`src/rtl/exe_mem_req.sv`:
```
// rtl/exe_mem_req.sv - EX-stage data SRAM request issuer with misalign detect and flushed-response tracking
module exe_mem_req #(
    parameter int CNT_W = 2
) (
    input  logic        clk,
    input  logic        resetn,
    input  logic        es_valid,
    input  logic        ms_allowin,
    input  logic [7:0]  mem_op,
    input  logic [31:0] vaddr,
    input  logic [31:0] st_data,
    input  logic        es_ex,
    input  logic        ms_ex,
    input  logic        flush,
    input  logic        ms_wait,
    output logic        data_sram_req,
    output logic        data_sram_wr,
    output logic [1:0]  data_sram_size,
    output logic [3:0]  data_sram_wstrb,
    output logic [31:0] data_sram_addr,
    output logic [31:0] data_sram_wdata,
    input  logic        data_sram_addr_ok,
    input  logic        data_sram_data_ok,
    output logic        es_mem_ready_go,
    output logic        es_ale,
    output logic [1:0]  es_addr_lowbits,
    output logic        drop_data_ok,
    output logic        cancel_full
);
    typedef enum logic [1:0] {IDLE, REQ, WAIT} state_t;

    localparam logic [CNT_W-1:0] CNT_MAX = '1;
    localparam logic [CNT_W-1:0] CNT_ONE = {{(CNT_W-1){1'b0}}, 1'b1};

    state_t           state;
    logic [CNT_W-1:0] cnt;
    logic             cancelled;
    logic [1:0]       lowbits_q;

    logic        is_w, is_h, is_b, is_st;
    logic        issue_ok, inc, dec;
    logic [1:0]  size_nxt;
    logic [3:0]  wstrb_nxt;
    logic [31:0] wdata_nxt;

    // mem_op bits: 7 st_b, 6 st_h, 5 st_w, 4 ld_hu, 3 ld_h, 2 ld_bu, 1 ld_b, 0 ld_w
    assign is_w  = mem_op[0] | mem_op[5];
    assign is_h  = mem_op[3] | mem_op[4] | mem_op[6];
    assign is_b  = mem_op[1] | mem_op[2] | mem_op[7];
    assign is_st = |mem_op[7:5];

    assign es_ale      = es_valid & ((is_w & |vaddr[1:0]) | (is_h & vaddr[0]));
    assign cancel_full = (cnt == CNT_MAX);
    assign issue_ok    = es_valid & |mem_op & ~es_ale & ~es_ex & ~ms_ex & ~flush & ~cancel_full;

    always_comb begin
        size_nxt  = 2'd0;
        wstrb_nxt = 4'b0000;
        wdata_nxt = st_data;
        if (is_w)
            size_nxt = 2'd2;
        else if (is_h)
            size_nxt = 2'd1;
        if (mem_op[7]) begin
            wstrb_nxt = 4'b0001 << vaddr[1:0];
            wdata_nxt = {4{st_data[7:0]}};
        end else if (mem_op[6]) begin
            wstrb_nxt = vaddr[1] ? 4'b1100 : 4'b0011;
            wdata_nxt = {2{st_data[15:0]}};
        end else if (mem_op[5]) begin
            wstrb_nxt = 4'hF;
        end
    end

    // A flush that lands before or with addr_ok still leaves a response in flight
    assign inc = ((state == REQ) & data_sram_addr_ok & (cancelled | flush))
               | ((state == WAIT) & flush);
    assign dec = data_sram_data_ok & (cnt != '0) & ~ms_wait;
    assign drop_data_ok = dec;

    assign data_sram_req   = (state == REQ);
    assign es_addr_lowbits = (state == IDLE) ? vaddr[1:0] : lowbits_q;

    always_comb begin
        es_mem_ready_go = 1'b1;
        case (state)
            IDLE:    es_mem_ready_go = ~|mem_op | es_ale | es_ex;
            REQ:     es_mem_ready_go = data_sram_addr_ok & ~cancelled & ~flush;
            default: es_mem_ready_go = 1'b1;
        endcase
    end

    always_ff @(posedge clk or negedge resetn) begin
        if (!resetn) begin
            state           <= IDLE;
            cnt             <= '0;
            cancelled       <= 1'b0;
            lowbits_q       <= 2'd0;
            data_sram_wr    <= 1'b0;
            data_sram_size  <= 2'd0;
            data_sram_wstrb <= 4'd0;
            data_sram_addr  <= 32'd0;
            data_sram_wdata <= 32'd0;
        end else begin
            case (state)
                IDLE: begin
                    if (issue_ok) begin
                        state           <= REQ;
                        lowbits_q       <= vaddr[1:0];
                        data_sram_wr    <= is_st;
                        data_sram_size  <= is_b ? 2'd0 : size_nxt;
                        data_sram_wstrb <= wstrb_nxt;
                        data_sram_addr  <= vaddr;
                        data_sram_wdata <= wdata_nxt;
                    end
                end
                REQ: begin
                    if (data_sram_addr_ok) begin
                        cancelled <= 1'b0;
                        if (cancelled | flush | ms_allowin)
                            state <= IDLE;
                        else
                            state <= WAIT;
                    end else if (flush) begin
                        cancelled <= 1'b1;
                    end
                end
                WAIT: begin
                    if (flush | ms_allowin)
                        state <= IDLE;
                end
                default: state <= IDLE;
            endcase
            if (inc & ~dec & ~cancel_full)
                cnt <= cnt + CNT_ONE;
            else if (dec & ~inc)
                cnt <= cnt - CNT_ONE;
        end
    end
endmodule

```
`config.mk`:
```
export PLATFORM = sky130hd
export DESIGN_NAME = exe_mem_req
export DESIGN_NICKNAME = d
export VERILOG_FILES = /design/src/rtl/exe_mem_req.sv
export SDC_FILE = /design/constraint.sdc
export NUM_CORES = 1
export LEC_CHECK = 0
export BUFFER_PORTS_ARGS = -buffer_cell sky130_fd_sc_hd__buf_2
export CORE_ASPECT_RATIO = 1.4
export CORE_UTILIZATION = 30
export DETAILED_ROUTE_END_ITERATION = 7
export PLACE_DENSITY_LB_ADDON = 0.3
export SKIP_LAST_GASP = 1
export SLEW_MARGIN = 20
export SYNTH_ARGS = -nofsm -noshare
export SYNTH_HDL_FRONTEND = slang
export SYNTH_SLANG_ARGS = --single-unit
```
`constraint.sdc`:
```
create_clock -name clk -period 2.5 [get_ports clk]
set_input_delay 0.25 -clock clk [delete_from_list [all_inputs] [get_ports clk]]
set_output_delay 0.25 -clock clk [all_outputs]
set_load 0.01 [all_outputs]
```
# Word level (Yosys, flattened, before mapping)

Index checks and enable logic that the tools add are counted.

Register bits: 78
Output and inout bits: 78

Add/subtract/negate cells: 2
Eq/ne operators: 6
Shifts and indexed selects: 1
Muxes and demuxes: 20
Bitwise gates (word level): 40
Reduce and logical (&&, ||, !) cells: 11

Operators by type and width:

| cell                | count |
|---|---|
| $mux 32             | 2 |
| $and 1x1->1         | 19 |
| $mux 2              | 9 |
| $mux 4              | 4 |
| $or 1x1->1          | 12 |
| $not 1->1           | 9 |
| $reduce_or 8->1     | 1 |
| $pmux 2 s3          | 1 |
| $reduce_bool 2->1   | 3 |
| $eq 2x2->1 const B  | 2 |
| $ne 2x1->1 const B  | 2 |
| $reduce_and 2->1    | 2 |
| $shl 1x2->4 const A | 1 |
| $mux 1              | 3 |
| $reduce_and 3->1    | 1 |
| $reduce_or 3->1     | 1 |
| $add 2x1->2 const B | 1 |
| $eq 2x1->1 const B  | 1 |
| $logic_not 2->1     | 1 |
| $ne 2x2->1 const B  | 1 |
| $pmux 1 s2          | 1 |
| $reduce_or 2->1     | 1 |
| $sub 2x1->2 const B | 1 |
| $logic_not 1->1     | 1 |

# Depth between registers and ports, before layout

Word-level depth: 13
Mapped depth: 6

# Worst setup path after synthesis

Ideal clock, no wire load.

Path type: flip-flop to flip-flop
Start: register cnt[1]
End: register data_sram_addr[10]
Data arrival time: 1671 ps
Data required time: 2375 ps
Path slack: 704 ps
Cell stages (with the launch flop): 6
Path buffers: 1
Period minus slack after synthesis: 1796 ps
Cells stage by stage: dfrtp_1 and2_1 nand3b_1 nor3_4 buf_6 mux2_2

Cells in the longest elaborated chain, start to end: 4

Ends and longest elaborated chain:

| element                    | line | RTL |
|---|---|---|
| from (decl)                | 36   | `logic [CNT_W-1:0] cnt;` |
| from (signal assigned)     | 135  | `cnt <= cnt + CNT_ONE;` |
| from (signal assigned)     | 137  | `cnt <= cnt - CNT_ONE;` |
| $eq 2x2->1                 | 53   | `assign cancel_full = (cnt == CNT_MAX);` |
| via cancel_full            | 28   | `output logic cancel_full` |
| $not 1->1                  | 54   | `assign issue_ok = es_valid & \|mem_op & ~es_ale & ~es_ex & ~ms_ex & ~flush & ~cancel_full;` |
| $and 1x1->1                | 54   |  |
| $reduce_and 2->1 (no line) | -    |  |
| to (signal assigned)       | 113  | `data_sram_addr <= vaddr;` |
| to (decl)                  | 20   | `output logic [31:0] data_sram_addr,` |

The timed path passes the listed nets, and every way through them passes these cells.
A chain may end at the register's enable or synchronous reset.

# Final worst setup path

Start: register cnt[0]
End: register data_sram_wdata[21]

Cells in the longest elaborated chain, start to end: 4

Ends and longest elaborated chain:

| element                    | line | RTL |
|---|---|---|
| $eq 2x2->1                 | 53   |  |
| $not 1->1                  | 54   |  |
| $and 1x1->1                | 54   |  |
| $reduce_and 2->1 (no line) | -    |  |
| to (signal assigned)       | 114  | `data_sram_wdata <= wdata_nxt;` |
| to (decl)                  | 21   | `output logic [31:0] data_sram_wdata,` |

No other way between the ends.

==> results_dict.tcl <==
set metrics [dict create \
    status "finished, violations left" \
    failed_checks "design-rule violations, negative hold slack" \
    hold_viol_final 53 \
    cellPowerDensity_nw_per_um2 886 \
    yosys_warnings 0 \
    ant_nets 0 \
    startpoint_type "register" \
    ios 160 \
    postRouteWirelength_mm 8.31 \
    synth-async-reset-ratio_pct 100 \
    finClkSkew_ns 0.00748 \
    class_of_the_tightest_hold_or_removal_check "input port to asynchronous set/reset pin" \
    fillers 1132 \
    postSynthAreaPerCell_sq_um 13.1 \
    fin_total_pwr_mw 4.17 \
    criticalPathCategory "register to register" \
    clock_tree_from_tritoncts "built" \
    ys_dominant_reg_cell "dfrtp_1" \
    cts-root-to-sink-buffers 2 \
    cp-end-kind "register" \
    detail_route.first_pass.iterations 6 \
    mostFrequentLayoutCell "buf_2" \
    post_synth_instance_area_sq_um 3470 \
    worst_slew_margin_rel_pct 51.7 \
    insertion_delay_ns 0.33 \
    final.period_utilization_pct 77.2 \
    drv.max_cap_violation_count 0 \
    synth_cell_types 37 \
    most_frequent_cells_in_the_layout "buf_2, dfrtp_1, mux2_2" \
    syn-num-nets 346 \
    cts-resized-gates 0 \
    cts_hold_buf 0 \
    final_net_count 506 \
    max_slew.worst_pin.slew_ns 0.725 \
    groute.usage.overall_pct 14.0 \
    cts_post_setup_buffers_inserted 0 \
    rsz0062_at_grt "false" \
    yosysTopAreaCellShare_pct 54.8 \
    final_area_sq_um 4700 \
    die_area_sq_um 12000 \
    clk_transition_reported_paths_ns 0.06 \
    setup-violations-final 0 \
    wl_per_cell_microns 14.5 \
    period_needed_ns 1.93 \
    route.vias.total 2661 \
    place.gp.congestion 0.744 \
    number_of_enable_type_register_cells_in_the_synthesized_netlist 0 \
    fmaxAchievable_ghz 0.518 \
    report.final.slew_viol_count 0 \
    timing.hold.ws_ns -0.0716 \
    route.detailed.drc 1 \
    antenna_cells 0 \
    synth_area_leaders "dfrtp_1, mux2_2, mux2i_1" \
    core.rowCount 46 \
    cp.arrival_ns 2.14 \
    clock_sink_count 76 \
    syn_inst 264 \
    synth_seq_cells 76 \
    fp.dieH_microns 129 \
    drt_iter0_markers 85 \
    netlist.top_cell.by_area "dfrtp_1" \
    grt_pass1_wl_mm 12.9 \
    number_of_global_route_vias_before_repair 2635 \
    cts-buffers-inserted 9 \
    cts-htree-levels 3 \
    floorplan.initialDensity_pct 30.8 \
    setup_tns_after_final_layout_ns 0 \
    vdd.ir_drop.worst_uv 370 \
    grt_antenna_before_repair 0 \
    detailed_place.area_sq_um 4380 \
    share_of_synthesized_area_occupied_by_flip_flops_and_latches_pct 54.8 \
    cts.root.buffer_cell "clkbuf_16" \
    leakage_component_of_the_power_nw 2.36 \
    worst_ep_required_time_ns 2.71 \
    globalRouteOverflowTotal 0 \
    utilization_pct 41.7 \
    final_layout_size_suffix_gt1_share_pct 59.7 \
    detailed_place_hpwl_mm 6.00 \
    grt_max_degree 77 \
    area.growth.synth_to_final_pct 35.5 \
    design.core.area_sq_um 11300 \
    routed_via_density 4.64 \
    placement.io_buffers 159 \
    fp.dieW_microns 92.9 \
    critPathMaxFanout 72 \
]
[worst paths after layout]
check                                    from                   to  slack (ns)  cells past startpoint
min in group clk                   ms_allowin             state[1]        0.08                      2
setup / recovery                       cnt[0]  data_sram_wdata[21]        0.57                      5
max in group asynchronous              resetn   data_sram_addr[26]        2.04                      1
hold / removal                         resetn   data_sram_addr[31]       -0.07                      1
hold reg to reg            data_sram_addr[28]   data_sram_addr[28]        0.49                      1
setup reg to reg                       cnt[0]  data_sram_wdata[21]        0.57                      5
[flip-flops by register name (all words and copies together) (netlist names)]
name / count
data_sram_wdata: 32
cancelled: 1
data_sram_wstrb: 4
data_sram_addr: 32
data_sram_wr: 1
data_sram_size: 2
state: 2
cnt: 2
[final cells by class]
class | instances | area, sq um | area share [%]
Timing Repair Buffer | 162 | 837 | 17.8
Inverter | 14 | 52.6 | 1.12
Multi-Input combinational cell | 161 | 1410 | 30.1
Sequential cell | 76 | 1900 | 40.4
Tap cell | 144 | 180 | 3.83
Clock buffer | 10 | 229 | 4.87
Clock inverter | 6 | 88.8 | 1.89
[report_power, final]
part | switching (mW) | leakage, nW | internal, mW | total (mW)
Clock | 0.498 | 0.149 | 0.874 | 1.37
Combinational | 0.507 | 1.27 | 0.550 | 1.06
Sequential | 0.172 | 0.940 | 1.57 | 1.74
[Yosys cell counts (2+ instances only)]
cell	instances
nor2b_1	2
nor3_1	4
a31oi_1	3
mux2_2	74
nand2_1	10
nor2_1	6
clkbuf_1	4
a21oi_1	5
nand2b_1	2
a31o_2	2
a21boi_0	2
or3_1	2
inv_1	14
dfrtp_1	76
mux2i_1	10
o21ai_0	17
buf_6	7
mux2_1	5
[metal layers]
layer,vias up,part of all wire (%),GRT usage [%],wire (microns)
met5,-,0,0,0
met4,0,2.9,7.96,238
met3,14,4.6,2.41,385
met2,87,54,25.1,4450
met1,1299,39,15.6,3230
li1,1261,-,-,-
[worst max-delay path: stages (launching register included)]
cell and delay, ns:
dfrtp_1 0.42, and2_1 0.19, nand3b_1 0.20, nor3_4 0.19
buf_12 0.33, mux2_2 0.39
[stage by stage]
stage | setup slack, ns | hold WS [ns] | std cells
after floorplan | 0.704 | -0.0456 | 264
after global placement | 0.494 | 0.420 | 557
after detailed placement | 0.453 | 0.419 | 557
after CTS | 0.573 | 0.0663 | 573
after global routing | 0.487 | 0.000254 | 573
final | 0.570 | -0.0716 | 573
[kinds of logic after synthesis]
family                    count (synthesis)  share of synthesized area [%]
buffers and inverters                    27                           4.47
DFF                                      76                           54.8
xor gates and xnor gates                  1                          0.252
and+or+nand+nor                          36                           5.95
muxes                                    89                           28.5
AOI/OAI and AO/OA                        35                           6.02
Power figures use the tool's default switching activity.
